[src/rtl/led_pwm_frame_scheduler.sv]
// led_pwm_frame_scheduler: shifts per-slot PWM on/off vectors into a TLC6C5912 chain and latches them
module led_pwm_frame_scheduler #(
  parameter int N_CH = 12,
  parameter int PWM_BITS = 4,
  parameter int CLK_DIV = 4
) (
  input  logic                    CLK,
  input  logic                    RESET,
  input  logic                    enable,
  input  logic                    wr_en,
  input  logic [$clog2(N_CH)-1:0] wr_addr,
  input  logic [PWM_BITS-1:0]     wr_data,
  input  logic                    commit_req,
  output logic                    commit_ack,
  output logic                    frame_start,
  output logic                    busy,
  output logic                    SR_Q,
  output logic                    SR_CK,
  output logic                    SR_LATCH,
  output logic                    SR_G_B
);
  localparam int AW = $clog2(N_CH);
  localparam int DW = CLK_DIV > 1 ? $clog2(CLK_DIV) : 1;
  localparam logic [DW-1:0] DIV_LAST = DW'(CLK_DIV - 1);
  localparam logic [AW-1:0] BIT_LAST = AW'(N_CH - 1);
  localparam logic [AW:0] N_LIM = (AW + 1)'(N_CH);
  localparam logic [PWM_BITS-1:0] SLOT_LAST = PWM_BITS'(2 ** PWM_BITS - 2);
  typedef enum logic [2:0] {IDLE, LOAD, SHIFT_LO, SHIFT_HI, LATCH, GAP} state_t;
  state_t state;
  logic [PWM_BITS-1:0] slot;
  logic [PWM_BITS-1:0] shadow [N_CH];
  logic [PWM_BITS-1:0] active [N_CH];
  logic [AW-1:0] bit_idx;
  logic [DW-1:0] div;
  logic [N_CH-1:0] vec, cmp;
  logic div_done, wr_ok, to_load, to_zero, copy;
  for (genvar c = 0; c < N_CH; c++) begin : g_cmp
    assign cmp[c] = active[c] > slot;
  end
  assign div_done = div == DIV_LAST;
  assign wr_ok = wr_en && ({1'b0, wr_addr} < N_LIM);
  assign to_load = enable && (state == IDLE || (state == GAP && div_done));
  assign to_zero = state == IDLE || slot == SLOT_LAST;
  assign copy = to_load && to_zero && commit_req;
  // shadow takes host writes; active snapshots the pre-write shadow when a frame begins with a commit
  always_ff @(posedge CLK) begin
    if (RESET) begin
      shadow <= '{default: '0};
      active <= '{default: '0};
    end else begin
      if (wr_ok) shadow[wr_addr] <= wr_data;
      if (copy) active <= shadow;
    end
  end
  // frame sequencer: outputs are registered on entry so they line up with the state they describe
  always_ff @(posedge CLK) begin
    if (RESET) begin
      state <= IDLE;
      slot <= '0;
      bit_idx <= '0;
      div <= '0;
      vec <= '0;
      SR_Q <= 1'b0;
      SR_CK <= 1'b0;
      SR_LATCH <= 1'b0;
      SR_G_B <= 1'b1;
      commit_ack <= 1'b0;
      frame_start <= 1'b0;
      busy <= 1'b0;
    end else begin
      div <= (div_done || state == IDLE || state == LOAD) ? '0 : div + 1'b1;
      commit_ack <= copy;
      frame_start <= to_load && to_zero;
      case (state)
        IDLE: if (enable) begin
          state <= LOAD;
          busy <= 1'b1;
        end
        LOAD: begin
          state <= SHIFT_LO;
          vec <= cmp;
          SR_Q <= cmp[N_CH-1];
          bit_idx <= BIT_LAST;
        end
        SHIFT_LO: if (div_done) begin
          state <= SHIFT_HI;
          SR_CK <= 1'b1;
        end
        SHIFT_HI: if (div_done) begin
          SR_CK <= 1'b0;
          if (bit_idx == '0) begin
            state <= LATCH;
            SR_LATCH <= 1'b1;
          end else begin
            state <= SHIFT_LO;
            bit_idx <= bit_idx - 1'b1;
            SR_Q <= vec[bit_idx - 1'b1];
          end
        end
        LATCH: if (div_done) begin
          state <= GAP;
          SR_LATCH <= 1'b0;
          SR_G_B <= 1'b0;
        end
        GAP: if (div_done) begin
          slot <= (!enable || slot == SLOT_LAST) ? '0 : slot + 1'b1;
          state <= enable ? LOAD : IDLE;
          busy <= enable;
          SR_G_B <= !enable;
          SR_Q <= enable ? SR_Q : 1'b0;
        end
        default: state <= IDLE;
      endcase
    end
  end
endmodule

[config.mk]
export PLATFORM = sky130hd
export DESIGN_NAME = led_pwm_frame_scheduler
export DESIGN_NICKNAME = d
export VERILOG_FILES = /design/src/rtl/led_pwm_frame_scheduler.sv
export SDC_FILE = /design/constraint.sdc
export NUM_CORES = 1
export LEC_CHECK = 0
export BUFFER_PORTS_ARGS = -buffer_cell sky130_fd_sc_hd__buf_4
export CELL_PAD_IN_SITES_DETAIL_PLACEMENT = 1
export CELL_PAD_IN_SITES_GLOBAL_PLACEMENT = 2
export CORE_MARGIN = 4
export CORE_UTILIZATION = 40
export CTS_CLUSTER_DIAMETER = 150
export CTS_CLUSTER_SIZE = 10
export DETAILED_ROUTE_END_ITERATION = 6
export PLACE_DENSITY_LB_ADDON = 0.3
export SLEW_MARGIN = 5
export SYNTH_ARGS = -nofsm -noshare
export SYNTH_HDL_FRONTEND = slang
export SYNTH_SLANG_ARGS = --single-unit
[constraint.sdc]
create_clock -name CLK -period 2.5 [get_ports CLK]
set_clock_uncertainty 0.15 [all_clocks]
set_input_delay 0.25 -clock CLK [delete_from_list [all_inputs] [get_ports CLK]]
set_output_delay 0.25 -clock CLK [all_outputs]
set_load 0.02 [all_outputs]
# Yosys cells after proc, flatten, opt, wreduce, memory -nomap -nowiden

Index checks and enable logic that the tools add are counted.
W data, S select, Z words.

Add/subtract/negate cells: 3
Magnitude comparators: 16
Equality and inequality tests: 15
Mux-type cells: 33
Bitwise gates (word level): 1
Reduce and logical (&&, ||, !) cells: 29

Operator list:

| operator              | count |
|---|---|
| $bwmux W48            | 1 |
| $gt A4 B4 Y1          | 12 |
| $mux W3               | 6 |
| $pmux W3 S6           | 1 |
| $demux W4 S4          | 1 |
| $mux W4               | 4 |
| $ne A2 B2 Y1 const B  | 8 |
| $mux W1               | 13 |
| $reduce_and A3 Y1     | 4 |
| $reduce_and A5 Y1     | 2 |
| $reduce_bool A2 Y1    | 5 |
| $pmux W1 S2           | 4 |
| $pmux W4 S2           | 1 |
| $eq A3 B2 Y1 const B  | 2 |
| $eq A3 B3 Y1 const B  | 2 |
| $logic_and A1 B1 Y1   | 6 |
| $ge A5 B5 Y1 const B  | 1 |
| $logic_or A1 B1 Y1    | 5 |
| $lt A4 B5 Y1 const B  | 1 |
| $lt A5 B1 Y1 const B  | 1 |
| $not A4 Y5            | 1 |
| $add A4 B1 Y4 const B | 1 |
| $bmux W1 S4           | 1 |
| $eq A4 B4 Y1 const B  | 1 |
| other kinds (13)      | 13 |

Register bits after elaboration: 128
Input port bits: 13
Logic and storage cells: 133

# Depth between registers and ports, before layout

Gate-level depths: netlist of run 1.

Word-level depth: 6
Mapped depth: 9
Mapped depth without buffers: 7

# Worst setup path after synthesis of run 1

No wires, ideal clock.

Kind: register to register
Start: register bit_idx[0]
End: register SR_Q
Library setup time: 140 ps
Data arrival time: 1730 ps
Data required time: 2210 ps
Path slack: 480 ps
Stages on the path, launching flop included: 7
Buffers on the path: 0
Period minus slack after synthesis: 2020 ps
Cell sequence: dfxtp_1 inv_1 ha_1 mux4_2 nor2b_1 o211ai_1 a221oi_1

Longest elaborated chain between the ends: 6

Ends and longest elaborated chain:

| item                          | RTL line | source |
|---|---|---|
| from (decl)                   | 33       | `logic [AW-1:0] bit_idx;` |
| from (signal assigned)        | 96       | `bit_idx <= bit_idx - 1'b1;` |
| $sub A4 B1 Y4                 | 97       | `SR_Q <= vec[bit_idx - 1'b1];` |
| $bmux W1 S4                   | 97       |  |
| $mux W1 (implied by the code) | 97       |  |
| $mux W1                       | 91       | `if (bit_idx == '0) begin` |
| $mux W1                       | 89       | `SHIFT_HI: if (div_done) begin` |
| $pmux W1 S3                   | 74       | `case (state)` |
| to (signal assigned)          | 82       | `SR_Q <= cmp[N_CH-1];` |
| to (signal assigned)          | 97       |  |
| to (signal assigned)          | 110      | `SR_Q <= enable ? SR_Q : 1'b0;` |
| to (decl)                     | 17       | `output logic SR_Q,` |

Parallel ways exist; a longest one is shown, timed or not. The select of a mux whose other input is x is not followed.
A chain may end at the register's enable or synchronous reset.

# Worst setup path in the final report of run 1

Start: register div[0]
End: register slot[3]

Longest elaborated chain between the ends: 2

Ends and longest elaborated chain:

| item                               | RTL line | source |
|---|---|---|
| from (decl)                        | 34       | `logic [DW-1:0] div;` |
| from (signal assigned)             | 71       | `div <= (div_done \|\| state == IDLE \|\| state == LOAD) ? '0 : div + 1'b1;` |
| $eq A2 B2 Y1                       | 40       | `assign div_done = div == DIV_LAST;` |
| $reduce_and A2 Y1 (no source line) | --       |  |
| to (signal assigned)               | 106      | `slot <= (!enable \|\| slot == SLOT_LAST) ? '0 : slot + 1'b1;` |
| to (decl)                          | 30       | `logic [PWM_BITS-1:0] slot;` |

No other way between the ends.

==> results.cfg, run 1 <==
[status]
status = completed

[die]
num_rows = 44
die_width_microns = 130.7
start_util = 0.4112
io_pins = 20
die_area_sq_mm = 0.01708
die_h_microns = 130.7
core_area_sq_mm = 0.01464

[placed_design]
post-dp-hpwl_microns = 9801
gp_congestion = 0.7186
dp_worst_setup_slack_ns = 0.3212
dpl_cell_area_sq_mm = 0.006334
io_buffers = 19

[synth]
yosysUniqueCellTypes = 45
synth_top_flop_cell = dfxtp_1
seq_area_frac_synth = 0.4255
syn_nets = 688
netlist_instances = 622
avgSynthCellArea_sq_um = 9.682
synth_seq_cells = 128
syn-cell-area_sq_mm = 0.006022
synth_edf_count = 0
async_flop_share = 0
ys_warn_count = 0

[critical_path]
crit_buf_inv = 0
rrSetupSlack_ns = 0.25
r2r-start = div[0]
path_class = reg -> reg
rr_endpoint = slot[3]
critPathLaunchType = register
slowest_delay_ns = 0.53
r2r_cells = 6
crit_path_end_kind = register
cpLargestDelayFamily = simple AND/OR/NAND/NOR gates
crit_chain = ha_1, nand2_1, nor3_1, nand4_1, xnor2_1, nor2_1
crit_slowest_cell = nor3_1
cp.arrival_ns = 2.40
required_ns = 2.66
cp_max_fo = 13

[finish]
final_nets = 703
fin_area_sq_mm = 0.006935
layout_commonest_cell = dfxtp_1
nFillCells = 1637
antenna_cells = 0
layout-drive-gt1-share = 0.1034
multiInputGateArea_sq_mm = 0.003203
area_delta_synth_final_pct = 15.17
regArea_sq_mm = 0.002562
layout_common_cells = dfxtp_1, nor2_1, mux2i_1

[clock_tree]
cts_tree = yes
cts_resized = 0
cts.path.max_buffers = 2
path_clk_slew_ns = 0.06
root_buffer = clkbuf_16
numCtsBuffers = 17
h-tree-depth = 4
clkLatencyLatePin_ns = 0.42
clock_sinks = 128

[min_path]
holdPathEnd = shadow[45]
hold_path_depth = 3
hold_start = wr_data[1]
hold_path.class = in -> reg

[routing]
vias_per_cell = 5.323
final_antenna_net_count = 0
drc = 0
detail_route.first_pass.iterations = 5
vias = 4429
drt-wirelength-per-cell_microns = 17.69
wl_microns = 14720
drt-initial-drc-count = 145

[grt]
grt_first_pass_wirelength_microns = 24520
grt_max_degree = 64
grt_usage = 0.1888
antenna_found_initial = 0
grt_pass1_vias = 4863
grt_overflow_total = 0

[timing]
setup_ws_ns = 0.2549
relSlewSlack = 0.5071
fin_crit_ns = 2.245
tns_ns = 0
rsz0062_at_grt = no
min_period_over_period = 0.8980
fmax_ghz = 0.4454
finalHoldViolCount = 0
drv_slew = 0
worst_pin_slew_ns = 0.7394
setup_viol = 0

[power]
peakVddDrop_v = 0.0004329
p_leak_nw = 3.001
power_density_mw_per_mm2 = 695.4

[job]
maxCapViolCount = 0
cells by family (layout without fill, tap and decap cells):
| family | count (synthesis) | after routing | synth area share |
|---|---|---|---|
| adder cells (fa/ha/maj) | 53 | 53 | 0.1101 |
| XOR/XNOR | 8 | 8 | 0.01164 |
| AO/OA/AOI/OAI | 85 | 85 | 0.09641 |
| multiplexers | 96 | 96 | 0.1658 |
| flip-flops | 128 | 128 | 0.4255 |
| buffers and inverters | 57 | 83 | 0.04259 |
| AND/OR/NAND/NOR | 195 | 195 | 0.1479 |
worst max path at each step:
stage / from / endpoint / slack [ns] / cells after the start
floorplan: bit_idx[0] / SR_Q / 0.48 / 6
global placement: div[0] / slot[3] / 0.37 / 6
detailed placement: div[0] / slot[3] / 0.32 / 6
CTS: div[0] / slot[3] / 0.23 / 6
global route: div[0] / slot[3] / 0.06 / 6
finish: div[0] / slot[3] / 0.25 / 6
tightest hold or removal path: stages:
cell	delay, ns
buf_4	0.19
nand3_1	0.08
a21oi_1	0.05
area by class of cell:
| type | instances | area share |
|---|---|---|
| timing repair buffer | 31 | 0.03969 |
| tap | 184 | 0.03320 |
| clock inverter | 6 | 0.01155 |
| multi-input combinational | 437 | 0.4618 |
| clock buffer | 24 | 0.07234 |
| inverter | 22 | 0.01191 |
| sequential | 128 | 0.3695 |
where the power goes:
group	internal, W	switching (W)
Sequential	0.00207	0.0000202
Clock	0.00158	0.000856
Combinational	0.000117	0.000182
through the flow:
step | std cells | hold slack (ns) | power, W | util
2_1_floorplan | 622 | 0.2214 | 0.002338 | -
3_3_place_gp | 800 | 0.2639 | 0.002424 | 0.4325
3_5_place_dp | 800 | 0.2746 | 0.002431 | 0.4325
4_1_cts | 832 | 0.04976 | 0.004884 | 0.4736
5_1_grt | 832 | 0.05570 | 0.005005 | 0.4736
6_report | 832 | 0.05921 | 0.004823 | 0.4736
state kept, by name, summed over array words and instances (netlist names):
signal,cells
shadow,48
active,48
SR_Q,1
SR_G_B,1
slot,4
commit_ack,1
div,2
busy,1
bit_idx,4
frame_start,1
state,3
vec,12
SR_LATCH,1
SR_CK,1
what timing repair did:
action / 4_1_cts / 5_1_grt
endpoints found under the setup margin: 0 / 0
hold buffers: 2 / 0
hold endpoints to repair: 3 / 0
buffers inserted: 0 / 0
synth_stat cells (2+ instances only):
library cell | number | share of area
nor3b_1 | 2 | 0.0025
and2_1 | 2 | 0.0021
nor3_1 | 4 | 0.0033
mux4_2 | 3 | 0.011
a41oi_1 | 11 | 0.016
nor2b_1 | 13 | 0.014
nand4_1 | 2 | 0.0021
o21ai_0 | 14 | 0.012
nand3b_1 | 2 | 0.0025
buf_4 | 3 | 0.0037
nand2b_1 | 9 | 0.0093
dfxtp_1 | 128 | 0.43
inv_1 | 22 | 0.014
a311oi_1 | 2 | 0.0029
a21oi_1 | 22 | 0.018
a32oi_1 | 2 | 0.0029
mux2i_1 | 93 | 0.15
clkbuf_1 | 27 | 0.017
a211oi_1 | 2 | 0.0025
xor2_1 | 3 | 0.0044
xnor2_1 | 5 | 0.0073
a31oi_1 | 3 | 0.0031
buf_6 | 4 | 0.0075
ha_1 | 53 | 0.11
nor2_1 | 116 | 0.072
nand2_1 | 28 | 0.017
nand3_1 | 6 | 0.0050
nor4_1 | 2 | 0.0021
o21a_1 | 23 | 0.029
per-layer routing:
metal	global-route usage	vias to the layer above	part of all wire
met5	0	-	0
met4	0.07985	0	0.022
met2	0.3218	49	0.49
met3	0.04268	25	0.026
li1	-	2181	-
met1	0.2294	2174	0.46
No activity file was read; power rests on OpenSTA's default activity.
==> run 2: changes to the inputs <==
--- a/config.mk
+++ b/config.mk
@@ -13,6 +13,7 @@
 export CTS_CLUSTER_DIAMETER = 150
 export CTS_CLUSTER_SIZE = 10
 export DETAILED_ROUTE_END_ITERATION = 6
+export GPL_TIMING_DRIVEN = 0
 export PLACE_DENSITY_LB_ADDON = 0.3
 export SLEW_MARGIN = 5
 export SYNTH_ARGS = -nofsm -noshare
==> run 2 against run 1 <==
Sequential share of layout area down 0.69 points. Die area unchanged. Combinational power grew 11%. Sequential power about the same.
==> results.cfg, run 2 (synthesis results as in run 1) <==
[status]
status = completed

[finish]
area_delta_synth_final_pct = 17.66
final_util = 0.4839
finalNonFillerCells = 865
final_nets = 734
layout-drive-gt1-share = 0.1116
antenna_cells = 0
layout_common_cells = dfxtp_1, nor2_1, mux2i_1
largestRegisters = active x48, shadow x48, vec x12
layout_commonest_cell = dfxtp_1

[die]
core_area_sq_mm = 0.01464
start_util = 0.4112
io_pins = 20
die_h_microns = 130.7
die_area_sq_mm = 0.01708
num_rows = 44
die_width_microns = 130.7

[routing]
final_antenna_net_count = 0
drt-wirelength-per-cell_microns = 18.78
vias = 4561
wl_microns = 16250
drt-initial-drc-count = 181
detail_route.first_pass.iterations = 4
drc = 0
vias_per_cell = 5.273

[job]
maxCapViolCount = 0

[grt]
grt_pass1_vias = 5026
grt_overflow_total = 0
antenna_found_initial = 0
grt_max_degree = 17
grt_usage = 0.2087
grt_first_pass_wirelength_microns = 26790

[clock_tree]
clkLatencyLatePin_ns = 0.42
path_clk_slew_ns = 0.06
cts_tree = yes
clock_sinks = 128
root_buffer = clkbuf_16
cts.path.max_buffers = 2
h-tree-depth = 4
numCtsBuffers = 17

[power]
power_density_mw_per_mm2 = 701.1
p_leak_nw = 3.040
peakVddDrop_v = 0.0004321

[critical_path]
path_class = reg -> reg
r2r_cells = 6
required_ns = 2.62
rr_endpoint = vec[6]
critPathLaunchType = register
r2r-start = slot[2]
cp.arrival_ns = 2.47
rrSetupSlack_ns = 0.16
cp_max_fo = 13
crit_path_end_kind = register

[timing]
setup_viol = 0
drv_slew = 0
worst_pin_slew_ns = 0.7824
rsz0062_at_grt = no
min_period_over_period = 0.9362
setup_ws_ns = 0.1594
fmax_ghz = 0.4272
fin_crit_ns = 2.341
hold_slack_ns = 0.05467
relSlewSlack = 0.4784
finalHoldViolCount = 0

[placed_design]
post-dp-hpwl_microns = 11460
placed_cells = 824
gp_congestion = 0.7696
dp_worst_setup_slack_ns = -0.2499
io_buffers = 18

[min_path]
hold_start = RESET
hold_path.class = in -> reg
hold_path_depth = 2
holdPathEnd = frame_start
-- run 2: area by class of cell --
class | count | area (sq um)
plain buffers | 35 | 175.2
clock buffers | 18 | 439.2
clock inverters | 14 | 165.2
fillers | 1647 | 7559
inverters | 22 | 86.33
multi-input cells | 437 | 3203
flip-flops and latches | 128 | 2569
well taps | 184 | 230.2
repair buffers | 27 | 217.7
-- run 2: worst max-delay path, cell delays in order (launching register included) --
cell	delay [ns]
dfxtp_1	0.32
inv_1	0.55
ha_1	0.37
o21a_1	0.11
o21a_1	0.16
o21ai_0	0.40
a21oi_1	0.13
-- run 2: worst max-delay path by stage --
stage | from | end | slack [ns] | depth (start not counted)
2_1_floorplan | bit_idx[0] | SR_Q | 0.48 | 6
3_3_place_gp | slot[0] | active[11] | -0.22 | 9
3_5_place_dp | slot[0] | active[41] | -0.25 | 9
4_1_cts | slot[0] | active[43] | 0.06 | 9
5_1_grt | slot[2] | vec[9] | 0.02 | 6
6_report | slot[2] | vec[6] | 0.16 | 6
-- run 2: power by group --
group	switching, W	internal (W)	leakage (nW)	total (W)
Sequential	0.0000189	0.00206	1.04	0.00208
Combinational	0.000205	0.000126	1.71	0.000331
Clock	0.00103	0.00153	0.291	0.00255
Total	0.00125	0.00372	3.04	0.00497
-- run 2: per-stage QoR --
step / total power [W] / TNS (ns) / area, sq um
floorplan: 0.002338 / 0 / 6022
global placement: 0.002444 / -5.494 / 6387
detailed placement: 0.002454 / -6.608 / 6387
CTS: 0.005015 / 0 / 7081
global route: 0.005152 / 0 / 7086
finish: 0.004968 / 0 / 7086
-- run 2: per-layer routing --
metal  track usage  vias up  part of all wire
met5             0        -                 0
met4       0.05808        0             0.013
met3       0.04675       18             0.028
met2        0.3843       50              0.52
met1        0.2425     2240              0.44
li1              -     2253                 -
-- run 2: repair_timing --
| action | in CTS | in global routing |
|---|---|---|
| setup buffers | 3 | 0 |
| cloned | 0 | 0 |
| resized for setup | 3 | 3 |
| hold buffers | 6 | 0 |
| hold endpoints to repair | 9 | 0 |
| endpoints found under the setup margin | 53 | 19 |
